--- config.mk ---
export PLATFORM = sky130hd
export DESIGN_NAME = fsm_event_monitor
export DESIGN_NICKNAME = d
export VERILOG_FILES = /design/src/rtl/fsm_mon_pkg.sv /design/src/rtl/fsm_event_monitor_seg7_dec.sv /design/src/rtl/fsm_event_monitor.sv
export SDC_FILE = /design/constraint.sdc
export NUM_CORES = 1
export LEC_CHECK = 0
export ABC_AREA = 1
export CORE_MARGIN = 3
export CORE_UTILIZATION = 45
export DETAILED_ROUTE_END_ITERATION = 6
export MAX_ROUTING_LAYER = met4
export PLACE_DENSITY = 0.86
export REMOVE_ABC_BUFFERS = 1
export SYNTH_ARGS = -nofsm -noshare
export SYNTH_HDL_FRONTEND = slang
export SYNTH_SLANG_ARGS = --single-unit
export TNS_END_PERCENT = 20
--- constraint.sdc ---
create_clock -name clk -period 2.3 [get_ports clk]
set_input_delay 0.575 -clock clk [delete_from_list [all_inputs] [get_ports clk]]
set_output_delay 0.575 -clock clk [all_outputs]
set_load 0.01 [all_outputs]
--- src/rtl/fsm_mon_pkg.sv ---
// Shared types and helpers for the detector event monitor.
// Holds the blank-glyph constant, the BCD digit type and the BCD increment helper.
package fsm_mon_pkg;

  localparam logic [7:0] SEG_BLANK = 8'hFF;
  localparam logic [3:0] STATE_MAX = 4'd8;

  typedef logic [3:0] bcd_t;

  // Returns {carry, digit}; any digit at or above 9 rolls over to 0 with carry.
  function automatic logic [4:0] bcd_inc(input bcd_t d);
    if (d >= 4'd9) return {1'b1, 4'd0};
    return {1'b0, d + 4'd1};
  endfunction

endpackage

--- src/rtl/fsm_event_monitor_seg7_dec.sv ---
// Hex-to-7-segment decoder, active-low {dp,g..a}, decimal point always off.
// Values 10-15 render blank.
module seg7_dec
  import fsm_mon_pkg::*;
(
  input  logic [3:0] value,
  output logic [7:0] seg
);

  always_comb begin
    seg = SEG_BLANK;
    case (value)
      4'd0:    seg = 8'hC0;
      4'd1:    seg = 8'hF9;
      4'd2:    seg = 8'hA4;
      4'd3:    seg = 8'hB0;
      4'd4:    seg = 8'h99;
      4'd5:    seg = 8'h92;
      4'd6:    seg = 8'h82;
      4'd7:    seg = 8'hF8;
      4'd8:    seg = 8'h80;
      4'd9:    seg = 8'h90;
      default: seg = SEG_BLANK;
    endcase
  end

endmodule

--- src/rtl/fsm_event_monitor.sv ---
// Detection counter (2-digit BCD), longest z-high run tracker and 7-segment drive.
// Optional state digit on hex2 enabled by macro FSM_MON_STATE_HEX_EN.
module fsm_event_monitor
  import fsm_mon_pkg::*;
#(
  parameter bit SATURATE = 1'b0,
  parameter int RUN_W    = 4
) (
  input  logic             clk,
  input  logic             rst,
  input  logic             z,
  input  logic [3:0]       state_led,
  input  logic             clear,
  output logic [7:0]       cnt_bcd,
  output logic [RUN_W-1:0] max_run,
  output logic             event_p,
  output logic [7:0]       hex0,
  output logic [7:0]       hex1,
  output logic [7:0]       hex2
);

  localparam logic [RUN_W-1:0] RUN_MAX = '1;

  logic             z_d;
  logic             rise;
  logic [RUN_W-1:0] run_cnt;
  logic [RUN_W-1:0] run_next;
  logic [RUN_W-1:0] max_next;
  logic [7:0]       cnt_next;
  logic [4:0]       ones_inc;
  logic [4:0]       tens_inc;

  assign rise     = z & ~z_d;
  assign ones_inc = bcd_inc(cnt_bcd[3:0]);
  assign tens_inc = bcd_inc(cnt_bcd[7:4]);

  always_comb begin
    cnt_next = cnt_bcd;
    if (rise) begin
      if (cnt_bcd == 8'h99)
        cnt_next = SATURATE ? 8'h99 : 8'h00;
      else
        cnt_next = {(ones_inc[4] ? tens_inc[3:0] : cnt_bcd[7:4]), ones_inc[3:0]};
    end
  end

  // A rise always starts a fresh run of length 1; the counter sticks at all-ones.
  always_comb begin
    run_next = '0;
    if (rise)
      run_next = RUN_W'(1);
    else if (z)
      run_next = (run_cnt == RUN_MAX) ? run_cnt : run_cnt + RUN_W'(1);
  end

  assign max_next = (run_next > max_run) ? run_next : max_run;

  // z_d keeps sampling during clear so a rise in the clear cycle is lost, not deferred.
  always_ff @(posedge clk) begin
    if (rst) begin
      z_d     <= 1'b0;
      cnt_bcd <= 8'h00;
      run_cnt <= '0;
      max_run <= '0;
      event_p <= 1'b0;
    end else begin
      z_d <= z;
      if (clear) begin
        cnt_bcd <= 8'h00;
        run_cnt <= '0;
        max_run <= '0;
        event_p <= 1'b0;
      end else begin
        cnt_bcd <= cnt_next;
        run_cnt <= run_next;
        max_run <= max_next;
        event_p <= rise;
      end
    end
  end

  seg7_dec u_dec_ones (.value(cnt_bcd[3:0]), .seg(hex0));
  seg7_dec u_dec_tens (.value(cnt_bcd[7:4]), .seg(hex1));

`ifdef FSM_MON_STATE_HEX_EN
  logic [3:0] state_q;

  // Out-of-range states are stored as 4'hF so the decoder blanks them.
  always_ff @(posedge clk) begin
    if (rst)
      state_q <= 4'hF;
    else
      state_q <= (state_led > STATE_MAX) ? 4'hF : state_led;
  end

  seg7_dec u_dec_state (.value(state_q), .seg(hex2));
`else
  logic unused_state;
  assign unused_state = ^state_led;
  assign hex2 = SEG_BLANK;
`endif

endmodule

==> results of run 1 <==
## through the flow
step / hold slack, ns / power, mW
after CTS: 0.490 / 1.22
after floorplan: 0.494 / 0.680
final: 0.485 / 1.20
after global placement: 0.468 / 0.742
after detailed placement: 0.480 / 0.748
after global routing: 0.501 / 1.26
## worst reg2reg max path: stages, from the launching register on
cell and delay, ns:
dfxtp_1 0.34, ha_1 0.23, nand3_2 0.13, inv_1 0.05, a21oi_1 0.11, o21ai_0 0.10, nand2_1 0.10, inv_1 0.09
ha_4 0.29, nand2_1 0.05, o21ai_1 0.15, nand2_2 0.13, o21ai_0 0.18, a21oi_1 0.06
## timing repair
item                                    4_1_cts  5_1_grt
gates resized for setup                       0        9
endpoints found under the hold margin         0        0
endpoints found under the setup margin        0        5
## logic make-up after synthesis
family                     count (synthesis)
and+or+nand+nor                          122
buffers and inverters                     47
DFF                                       32
adders and majority gates                 21
AOI/OAI and AO/OA                         20
xor gates and xnor gates                   2
other                                      1
## power breakdown
| part | switching, mW | total, mW | internal [mW] |
|---|---|---|---|
| combinational | 0.0913 | 0.161 | 0.0699 |
| clock | 0.194 | 0.460 | 0.266 |
| sequential | 0.00930 | 0.579 | 0.569 |
| total | 0.295 | 1.20 | 0.905 |
## layer usage
| layer | GRT usage, % | routed length, µm | vias to the layer above | part of all wire (%) |
|---|---|---|---|---|
| met1 | 18.6 | 1630 | 708 | 44 |
| met5 | - | 0 | - | 0 |
| met3 | 4.60 | 161 | 5 | 4.4 |
| met4 | 7.66 | 78 | 0 | 2.1 |
| met2 | 29.4 | 1810 | 35 | 49 |
| li1 | - | - | 860 | - |
## how the worst min path moves through the flow
stage | endpoint | depth (start not counted)
5_1_grt | max_run[1] | 2
2_1_floorplan | max_run[1] | 2
6_report | max_run[1] | 2
3_3_place_gp | max_run[1] | 2
3_5_place_dp | max_run[1] | 2
4_1_cts | max_run[1] | 2
## Yosys cell counts
cell type / number
xnor2_1: 1
ha_1: 21
or2_0: 1
nand4_1: 5
inv_1: 33
or2_2: 1
nand3_4: 1
nand3_2: 2
nor2_8: 1
buf_4: 10
a21oi_2: 2
nand4_2: 1
nand3_1: 16
nand2_2: 7
a21oi_1: 9
xor2_1: 1
o21ai_4: 1
nand2_1: 71
nor2_1: 12
inv_2: 3
nor2_2: 1
conb_1: 1
dfxtp_1: 32
o21ai_0: 7
nor3_1: 1
nor2_4: 2
o21ai_2: 1
buf_2: 1
## flip-flops by register name, indices dropped and copies added (netlist names)
signal          cells
u_dec_tens.seg      7
run_cnt             4
cnt_bcd             8
event_p             1
u_dec_ones.seg      7
z_d                 1
max_run             4
## final cells by class
type	instances	area (µm²)
Fill cell	319	1350
Multi-Input combinational cell	175	1050
Sequential cell	32	641
Timing Repair Buffer	51	460
Inverter	36	135
Clock buffer	7	96.3
Tap cell	48	60.1
==> summary.txt, run 1 <==
Layout
  – Number of diodes: 0
  – Fin util: 64.4%
  – Most common cell after layout, fill and taps aside: nand2_1
  – Final Net Count: 330
  – Final std cells w/o fill: 349
  – Layout cell share with drive strength beyond 1: 18.6%
  – Area grow syn2layout: 32.5%
  – Most frequent cells in the layout: nand2_1 (70), inv_1 (33), dfxtp_1 (32), clkdlybuf4s50_1 (29), buf_4 (21)
  – Cell area after layout: 2440 µm²

Synth
  – Syn Inst Count: 245
  – Xor/xnor share of the synthesized area: 0.949%
  – Synth Area in Simple Gates: 31.6%
  – Synth warn: 0
  – Adder-cell share of the synthesized area: 14.2%
  – Largest family of logic cells by synthesized area: simple AND/OR/NAND/NOR gates
  – Sequential share of the synthesized area: 34.7%
  – Post-synthesis mux area share: 0%
  – Ranking of synthesized cells by area: dfxtp_1 (35%), nand2_1 (14%), ha_1 (14%)
  – Synth top area share: 34.7%
  – Compound-Gate Fraction of Synth Area: 6.64%
  – Synth unique cells: 28
  – Synth area leader: dfxtp_1
  – Mapped cell area: 1850 µm²
  – Synthesis-stage register bit count: 32
  – Mean post-synth cell area: 7.53 µm²

Critical path
  – Arrival time worst endpoint: 2.30 ns
  – Worst r2r dst: max_run[1]
  – Crit path depth: 13
  – Max stage delay on crit path: 0.34 ns
  – Crit. End Element: flip-flop
  – Crit start category: flip-flop
  – R2R cell count: 13
  – Critical-path top delay cell: dfxtp_1
  – Setup crit start: run_cnt[0]
  – Worst path top cell family by delay: compound AO/OA/AOI/OAI gates
  – Kind of critical path: flip-flop to flip-flop
  – Combined buffer and inverter count along the critical path: 2
  – R2R setup slack: 0.17 ns
  – Critical Path RT: 2.47 ns
  – Crit Path Max Fanout: 7
  – Critical path endpoint: max_run[1]
  – Worst reg2reg startpoint: run_cnt[0]
  – Crit-path cells: ha_1 -> nand3_2 -> inv_1 -> a21oi_1 -> o21ai_0 -> nand2_1 -> inv_1 -> ha_4 -> nand2_1 -> o21ai_1 -> nand2_2 -> o21ai_0 -> a21oi_1

Timing
  – Clock skew: 0.00853 ns
  – Setup TNS: 0 ns
  – Fmax: 0.470 GHz
  – Crit path time final: 2.13 ns
  – Final Cycle Share: 92.4%
  – Final setup viols: 0
  – Final Hold Fails: 0
  – Worst setup margin: 0.174 ns
  – Pins Over Slew Limit: 0
  – RSZ-0062 raised after global routing: no

Placement
  – I/O Buffers: 30
  – Final GP Congestion: 0.847
  – DP Wirelength: 2820 µm
  – Dpl cells: 342
  – Pre-CTS setup slack: -0.212 ns
  – Placed Area: 2320 µm²

Die
  – Die Span Y: 70.0 µm
  – Die area: 4910 µm²
  – Die X: 70.0 µm
  – Initial core utilization: 48.6%
  – Io pins: 45
  – Rows: 22
  – Core footprint: 3800 µm²

Clocking
  – CTS tree: built
  – Clk_lat worst skew: 0.28 ns
  – Root Buffer: clkbuf_8
  – # hold bufs at CTS: 0
  – H-Tree Depth: 2
  – Worst-path clk slew: 0.06 ns
  – CTS Buffer Depth: 2
  – Setup bufs post-CTS: 0
  – Num CTS Buffers: 5
  – Clock sinks: 32

Routing
  – Initial drt markers: 56
  – Via/cell ratio: 4.61
  – Via count: 1608
  – TritonRoute pass-1 iters: 4
  – Post-route ant nets: 0
  – Final WL: 3680 µm
  – Wire per inst: 10.5 µm
  – Residual DRC count: 0

Run
  – Max cap viols: 0

Global route
  – Total track usage: 17.2%
  – Gr ovfl total: 0
  – Initial antenna violation count: 0
  – Largest net degree at the start of global routing: 10
  – Vias in the first global route: 1577
  – Global-route wire length before repair: 6610 µm

Pwr
  – VDD IR max: 0.000251 V
  – Static Leakage: 1.28 nW
  – Pwr Density: 491 nW/µm²

Worst hold path
  – Worst hold path type: flip-flop to flip-flop
  – Min-delay src: max_run[1]

Outcome
  – Outcome: finished clean
No activity file was read; power rests on OpenSTA's default activity.
==> run 2: changes to the inputs <==
--- a/config.mk
+++ b/config.mk
@@ -10,9 +10,10 @@
 export CORE_UTILIZATION = 45
 export DETAILED_ROUTE_END_ITERATION = 6
 export MAX_ROUTING_LAYER = met4
-export PLACE_DENSITY = 0.86
+export PLACE_DENSITY = 0.89
 export REMOVE_ABC_BUFFERS = 1
 export SYNTH_ARGS = -nofsm -noshare
 export SYNTH_HDL_FRONTEND = slang
+export SYNTH_HIERARCHICAL = 1
 export SYNTH_SLANG_ARGS = --single-unit
 export TNS_END_PERCENT = 20
==> summary.txt, run 2 <==
Clocking
  – Worst-path clk slew: 0.11 ns
  – # hold bufs at CTS: 0
  – CTS tree: built
  – CTS Buffer Depth: 2
  – Clock sinks: 18
  – Clk_lat worst skew: 0.32 ns
  – H-Tree Depth: 1
  – Num CTS Buffers: 3
  – Setup bufs post-CTS: 0
  – Root Buffer: clkbuf_4

Synth
  – Synth warn: 6
  – Synth area leader: dfxtp_1
  – Asr flop ratio synth: 0%
  – Top-count cell post-synth: nand2_1
  – Synth top area share: 23.8%
  – EDFF count, synth: 0
  – Ranking of synthesized cells by area: dfxtp_1 (24%), ha_1 (17%), nand2_1 (17%)
  – Synth unique cells: 20
  – Most frequent cells after synthesis: nand2_1 (68), inv_1 (43), ha_1 (21), nand3_1 (21)
  – Mapped cell area: 1510 µm²
  – Mean post-synth cell area: 6.46 µm²
  – Top_reg_cell synth: dfxtp_1
  – Synthesis-stage register bit count: 18
  – Syn Inst Count: 234
  – Sequential share of the synthesized area: 23.8%

Critical path
  – Crit start category: flip-flop
  – Kind of critical path: flip-flop to output pin
  – Crit. End Element: output pin
  – Worst path top cell family by delay: buffers and inverters
  – Crit-path cells: buf_4 -> ha_1 -> nand3_1 -> nand2_1 -> clkdlybuf4s50_1
  – Combined buffer and inverter count along the critical path: 2
  – Crit Path Max Fanout: 8
  – Arrival time worst endpoint: 1.65 ns
  – Critical-path top delay cell: clkdlybuf4s50_1
  – Critical Path RT: 1.73 ns
  – Max stage delay on crit path: 0.52 ns

Die
  – Rows: 20
  – Core footprint: 3130 µm²
  – Io pins: 45
  – Die Span Y: 64.0 µm
  – Die area: 4090 µm²
  – Initial core utilization: 48.3%
  – Die X: 64.0 µm

Timing
  – RSZ-0062 raised after global routing: no
  – Worst setup margin: 0.0778 ns
  – Final Hold Fails: 0
  – Final Cycle Share: 96.6%
  – Fmax: 0.450 GHz
  – Final setup viols: 0
  – Clock skew: 0.00642 ns
  – Pins Over Slew Limit: 0
  – Crit path time final: 2.22 ns

Placement
  – Dpl cells: 317
  – I/O Buffers: 30
  – DP Wirelength: 2530 µm
  – Final GP Congestion: 0.812
  – Pre-CTS setup slack: -0.0330 ns

Layout
  – Largest register FFs: 8
  – Reg with most FFs: cnt_bcd
  – Largest registers in the final layout: cnt_bcd (8), max_run (4), run_cnt (4)
  – Most common cell after layout, fill and taps aside: nand2_1
  – Final Net Count: 307
  – Fin util: 62.1%
  – Area grow syn2layout: 28.5%
  – Layout cell share with drive strength beyond 1: 12.3%
  – Number of diodes: 0
  – Final std cells w/o fill: 321
  – Most frequent cells in the layout: nand2_1 (68), inv_1 (43), nand3_1 (21), ha_1 (21), nor2_1 (18)
  – # fillers: 273

Pwr
  – Static Leakage: 1.11 nW
  – Pwr Density: 461 nW/µm²
  – VDD IR max: 0.000428 V
  – Pwr Total: 0.895 mW

Routing
  – Via count: 1462
  – TritonRoute pass-1 iters: 4
  – Wire per inst: 9.89 µm
  – Via/cell ratio: 4.55
  – Final WL: 3170 µm
  – Initial drt markers: 30
  – Post-route ant nets: 0
  – Residual DRC count: 0

Global route
  – Vias in the first global route: 1370
  – Gr ovfl total: 0
  – Initial antenna violation count: 0
  – Largest net degree at the start of global routing: 13
  – Global-route wire length before repair: 5800 µm
  – Total track usage: 17.7%

Outcome
  – Outcome: finished clean

Worst hold path
  – Worst hold path type: flip-flop to flip-flop

Run
  – Max cap viols: 0
run 2: cell count changes after synthesis, moves of 2 or more:
cell     change
inv_1       +10
dfxtp_1     -14
nor2_1       +6
nor2_4       -2
a21oi_2      -2
a21oi_1      -2
conb_1       +2
nand2_1      -3
o21ai_0      -5
nand3_1      +5
nand2_2      -4
run 2: worst reg2reg max path: stages, from the launching register on:
cell and delay, ns:
dfxtp_1 0.42, ha_1 0.26, nand3_2 0.13, nand3_1 0.11
nand2_1 0.07, inv_1 0.07, ha_1 0.23, a21oi_1 0.19
nand2_1 0.10, nand2_1 0.14, nand2_1 0.06, nand2_1 0.06
nor2_1 0.04
run 2: worst paths after layout:
check | cells after the start | to | slack [ns] | startpoint
max | 5 | hex1[2] | 0.08 | cnt_bcd[5]
min reg2reg | 2 | cnt_bcd[3] | 0.55 | cnt_bcd[1]
max reg2reg | 12 | max_run[3] | 0.34 | run_cnt[0]
min | 2 | cnt_bcd[3] | 0.55 | cnt_bcd[1]
run 2: power breakdown:
group          internal (mW)  switching [mW]  total (mW)
clock                 0.0970           0.111       0.208
sequential             0.333          0.0171       0.350
combinational          0.150           0.186       0.337
total                  0.580           0.315       0.895
run 2: per-layer routing:
layer	share of wire [%]	track usage, %	routed length [µm]	up-vias
met5	0	-	0	-
met4	1.7	6.47	53	0
met3	4.0	2.11	127	5
met2	50	30.7	1570	33
met1	45	20.7	1420	644
li1	-	-	-	780
run 2: per-stage QoR:
stage	setup TNS, ns	instance area, µm²	hold WS, ns
after floorplan	0	1460	0.540
after global placement	0	1910	0.521
after detailed placement	-0.103	1910	0.545
after CTS	0	1940	0.554
after global routing	0	1940	0.582
final	0	1940	0.554
run 2: area by class of cell:
type,instances,area (µm²),area share (%)
tap,44,55.1,2.84
inverter,47,176,9.09
multi-input combinational,166,926,47.7
timing repair buffer,42,382,19.7
clock buffer,4,36.3,1.87
sequential,18,367,18.9
run 2: cells by family after synthesis:
logic type	count (synthesis)	synth area share (%)
flip-flops	18	23.8
AO/OA/AOI/OAI	12	4.55
AND/OR/NAND/NOR	121	35.7
XOR/XNOR	2	1.16
adder cells (fa/ha/maj)	21	17.4
other	3	0.745
buffers and inverters	57	16.6
run 2: what timing repair did:
item                       in CTS  in global routing
gates cloned                    0                  0
setup endpoints to repair      12                  3
resized for setup              14                  3
==> run 3: changes to the inputs <==
--- a/config.mk
+++ b/config.mk
@@ -8,9 +8,10 @@
 export ABC_AREA = 1
 export CORE_MARGIN = 3
 export CORE_UTILIZATION = 45
+export CTS_BUF_LIST = sky130_fd_sc_hd__clkbuf_8
 export DETAILED_ROUTE_END_ITERATION = 6
 export MAX_ROUTING_LAYER = met4
-export PLACE_DENSITY = 0.89
+export PLACE_DENSITY = 0.77
 export REMOVE_ABC_BUFFERS = 1
 export SYNTH_ARGS = -nofsm -noshare
 export SYNTH_HDL_FRONTEND = slang
==> constraint.sdc (replaced) <==
create_clock -name clk -period 2.35 [get_ports clk]
set_input_delay 0.5875 -clock clk [delete_from_list [all_inputs] [get_ports clk]]
set_output_delay 0.5875 -clock clk [all_outputs]
set_load 0.01 [all_outputs]
==> summary.txt, run 3 (same netlist as run 2, synthesis figures left out) <==
Layout
  – Area grow syn2layout: 30.1%
  – Flip-flop and latch area: 362 µm²
  – # fillers: 316
  – Layout cell share with drive strength beyond 1: 11.2%
  – Most common cell after layout, fill and taps aside: nand2_1
  – Multi-input logic area: 926 µm²
  – Reg with most FFs: cnt_bcd
  – Largest register FFs: 8
  – Cell area after layout: 1970 µm²
  – Final Net Count: 307
  – Number of diodes: 0
  – Largest registers in the final layout: cnt_bcd (8), max_run (4), run_cnt (4)
  – Final std cells w/o fill: 320
  – Most frequent cells in the layout: nand2_1 (68), inv_1 (43), clkdlybuf4s50_1 (25), nand3_1 (21), ha_1 (21)

Die
  – Initial core utilization: 48.3%
  – Core footprint: 3130 µm²
  – Die area: 4090 µm²
  – Die X: 64.0 µm
  – Io pins: 45
  – Rows: 20
  – Die Span Y: 64.0 µm

Critical path
  – Crit. End Element: output pin
  – Crit-path cells: buf_4 -> ha_1 -> inv_1 -> nand2_1 -> nand3_1 -> nand2_1 -> clkdlybuf4s50_1
  – Arrival time worst endpoint: 1.66 ns
  – R2R setup slack: 0.34 ns
  – Max stage delay on crit path: 0.54 ns
  – Crit Path Max Fanout: 8
  – Kind of critical path: flip-flop to output pin
  – Critical-path top delay cell: clkdlybuf4s50_1
  – Critical Path RT: 1.76 ns
  – Critical path endpoint: hex0[0]
  – Setup crit start: cnt_bcd[0]
  – Worst r2r dst: max_run[3]
  – Worst reg2reg startpoint: run_cnt[0]
  – Crit path top cell by count: nand2_1
  – Crit start category: flip-flop
  – R2R cell count: 13

Pwr
  – Combinational Power Share: 37.3%
  – Switching portion of total power: 33.8%
  – Pwr Total: 0.891 mW
  – P_int: 0.590 mW
  – Reg power frac: 38.1%
  – Clock Power Share: 24.7%
  – Static Leakage: 1.11 nW
  – Pwr Density: 453 nW/µm²
  – Switching power: 0.301 mW
  – VDD IR max: 0.000448 V

Routing
  – Via count: 1454
  – TritonRoute pass-1 iters: 4
  – Residual DRC count: 0
  – Wire per inst: 9.40 µm
  – Via/cell ratio: 4.54
  – Final WL: 3010 µm
  – Post-route ant nets: 0
  – Initial drt markers: 45

Timing
  – Final Hold Fails: 0
  – RSZ-0062 raised after global routing: no
  – Final setup viols: 0
  – Final Cycle Share: 95.6%
  – Clock skew: 0.00204 ns
  – Setup TNS: 0 ns
  – Fmax: 0.445 GHz
  – Crit path time final: 2.25 ns
  – Pins Over Slew Limit: 0

Clocking
  – Clk_lat worst skew: 0.26 ns
  – Clock sinks: 18
  – # hold bufs at CTS: 0
  – Num CTS Buffers: 3
  – CTS Buffer Depth: 2
  – Worst-path clk slew: 0.07 ns
  – CTS tree: built
  – Root Buffer: clkbuf_8
  – Setup bufs post-CTS: 0
  – H-Tree Depth: 1

Worst hold path
  – Worst hold path type: flip-flop to flip-flop
  – Hold Path Stages: 2

Global route
  – Global-route wire length before repair: 5330 µm
  – Largest net degree at the start of global routing: 12
  – Vias in the first global route: 1350
  – Gr ovfl total: 0
  – Total track usage: 16.3%
  – Initial antenna violation count: 0

Placement
  – Final GP Congestion: 0.807
  – Placed Area: 1910 µm²
  – I/O Buffers: 30
  – DP Wirelength: 2350 µm
  – Dpl cells: 317

Run
  – Max cap viols: 0

Outcome
  – Outcome: finished clean
## run 3: through the flow
stage | utilization (%) | setup WS, ns | hold WS, ns
2_1_floorplan | - | 0.566 | 0.540
5_1_grt | 62.9 | 0.00147 | 0.568
3_5_place_dp | 61.0 | -0.0167 | 0.521
6_report | 62.9 | 0.103 | 0.537
3_3_place_gp | 61.0 | 0.0102 | 0.513
4_1_cts | 62.3 | 0.0193 | 0.545
## run 3: area by class of cell
cell class                      count  share of cell area (%)
Multi-Input combinational cell    166                    47.1
Timing Repair Buffer               42                    20.7
Sequential cell                    18                    18.4
Inverter                           47                    8.97
Clock buffer                        3                    2.10
Tap cell                           44                    2.80
## run 3: worst min-delay path by stage
stage / start / end / slack (ns)
floorplan: z_d / event_p / 0.54
finish: max_run[1] / max_run[1] / 0.54
CTS: max_run[1] / max_run[1] / 0.55
global route: max_run[1] / max_run[1] / 0.57
global placement: max_run[1] / max_run[1] / 0.51
detailed placement: max_run[1] / max_run[1] / 0.52
## run 3: timing repair
item	in CTS	in global routing
endpoints found under the hold margin	0	0
gates resized for setup	0	7
setup endpoints to repair	0	7
## run 3: worst max-delay path, delay by kind of cell, from the launching register on
| family | cells | cell delay (ns) |
|---|---|---|
| buffers and inverters | 3 | 0.73 |
| DFF | 1 | 0.33 |
| and+or+nand+nor | 3 | 0.19 |
| adders and majority gates | 1 | 0.15 |
## run 3: layer usage
metal | vias up | share of wire, % | global-route usage [%]
met1 | 638 | 44 | 17.6
met3 | 5 | 3.8 | 1.58
met5 | - | 0 | -
met4 | 0 | 1.5 | 6.47
met2 | 34 | 51 | 30.3
li1 | 777 | - | -
## run 3: power by group through the flow
stage	clock (mW)	combinational (mW)	sequential, mW
floorplan	0	0.197	0.357
global placement	0	0.328	0.346
detailed placement	0	0.335	0.346
CTS	0.231	0.337	0.339
global route	0.238	0.398	0.341
finish	0.220	0.332	0.339
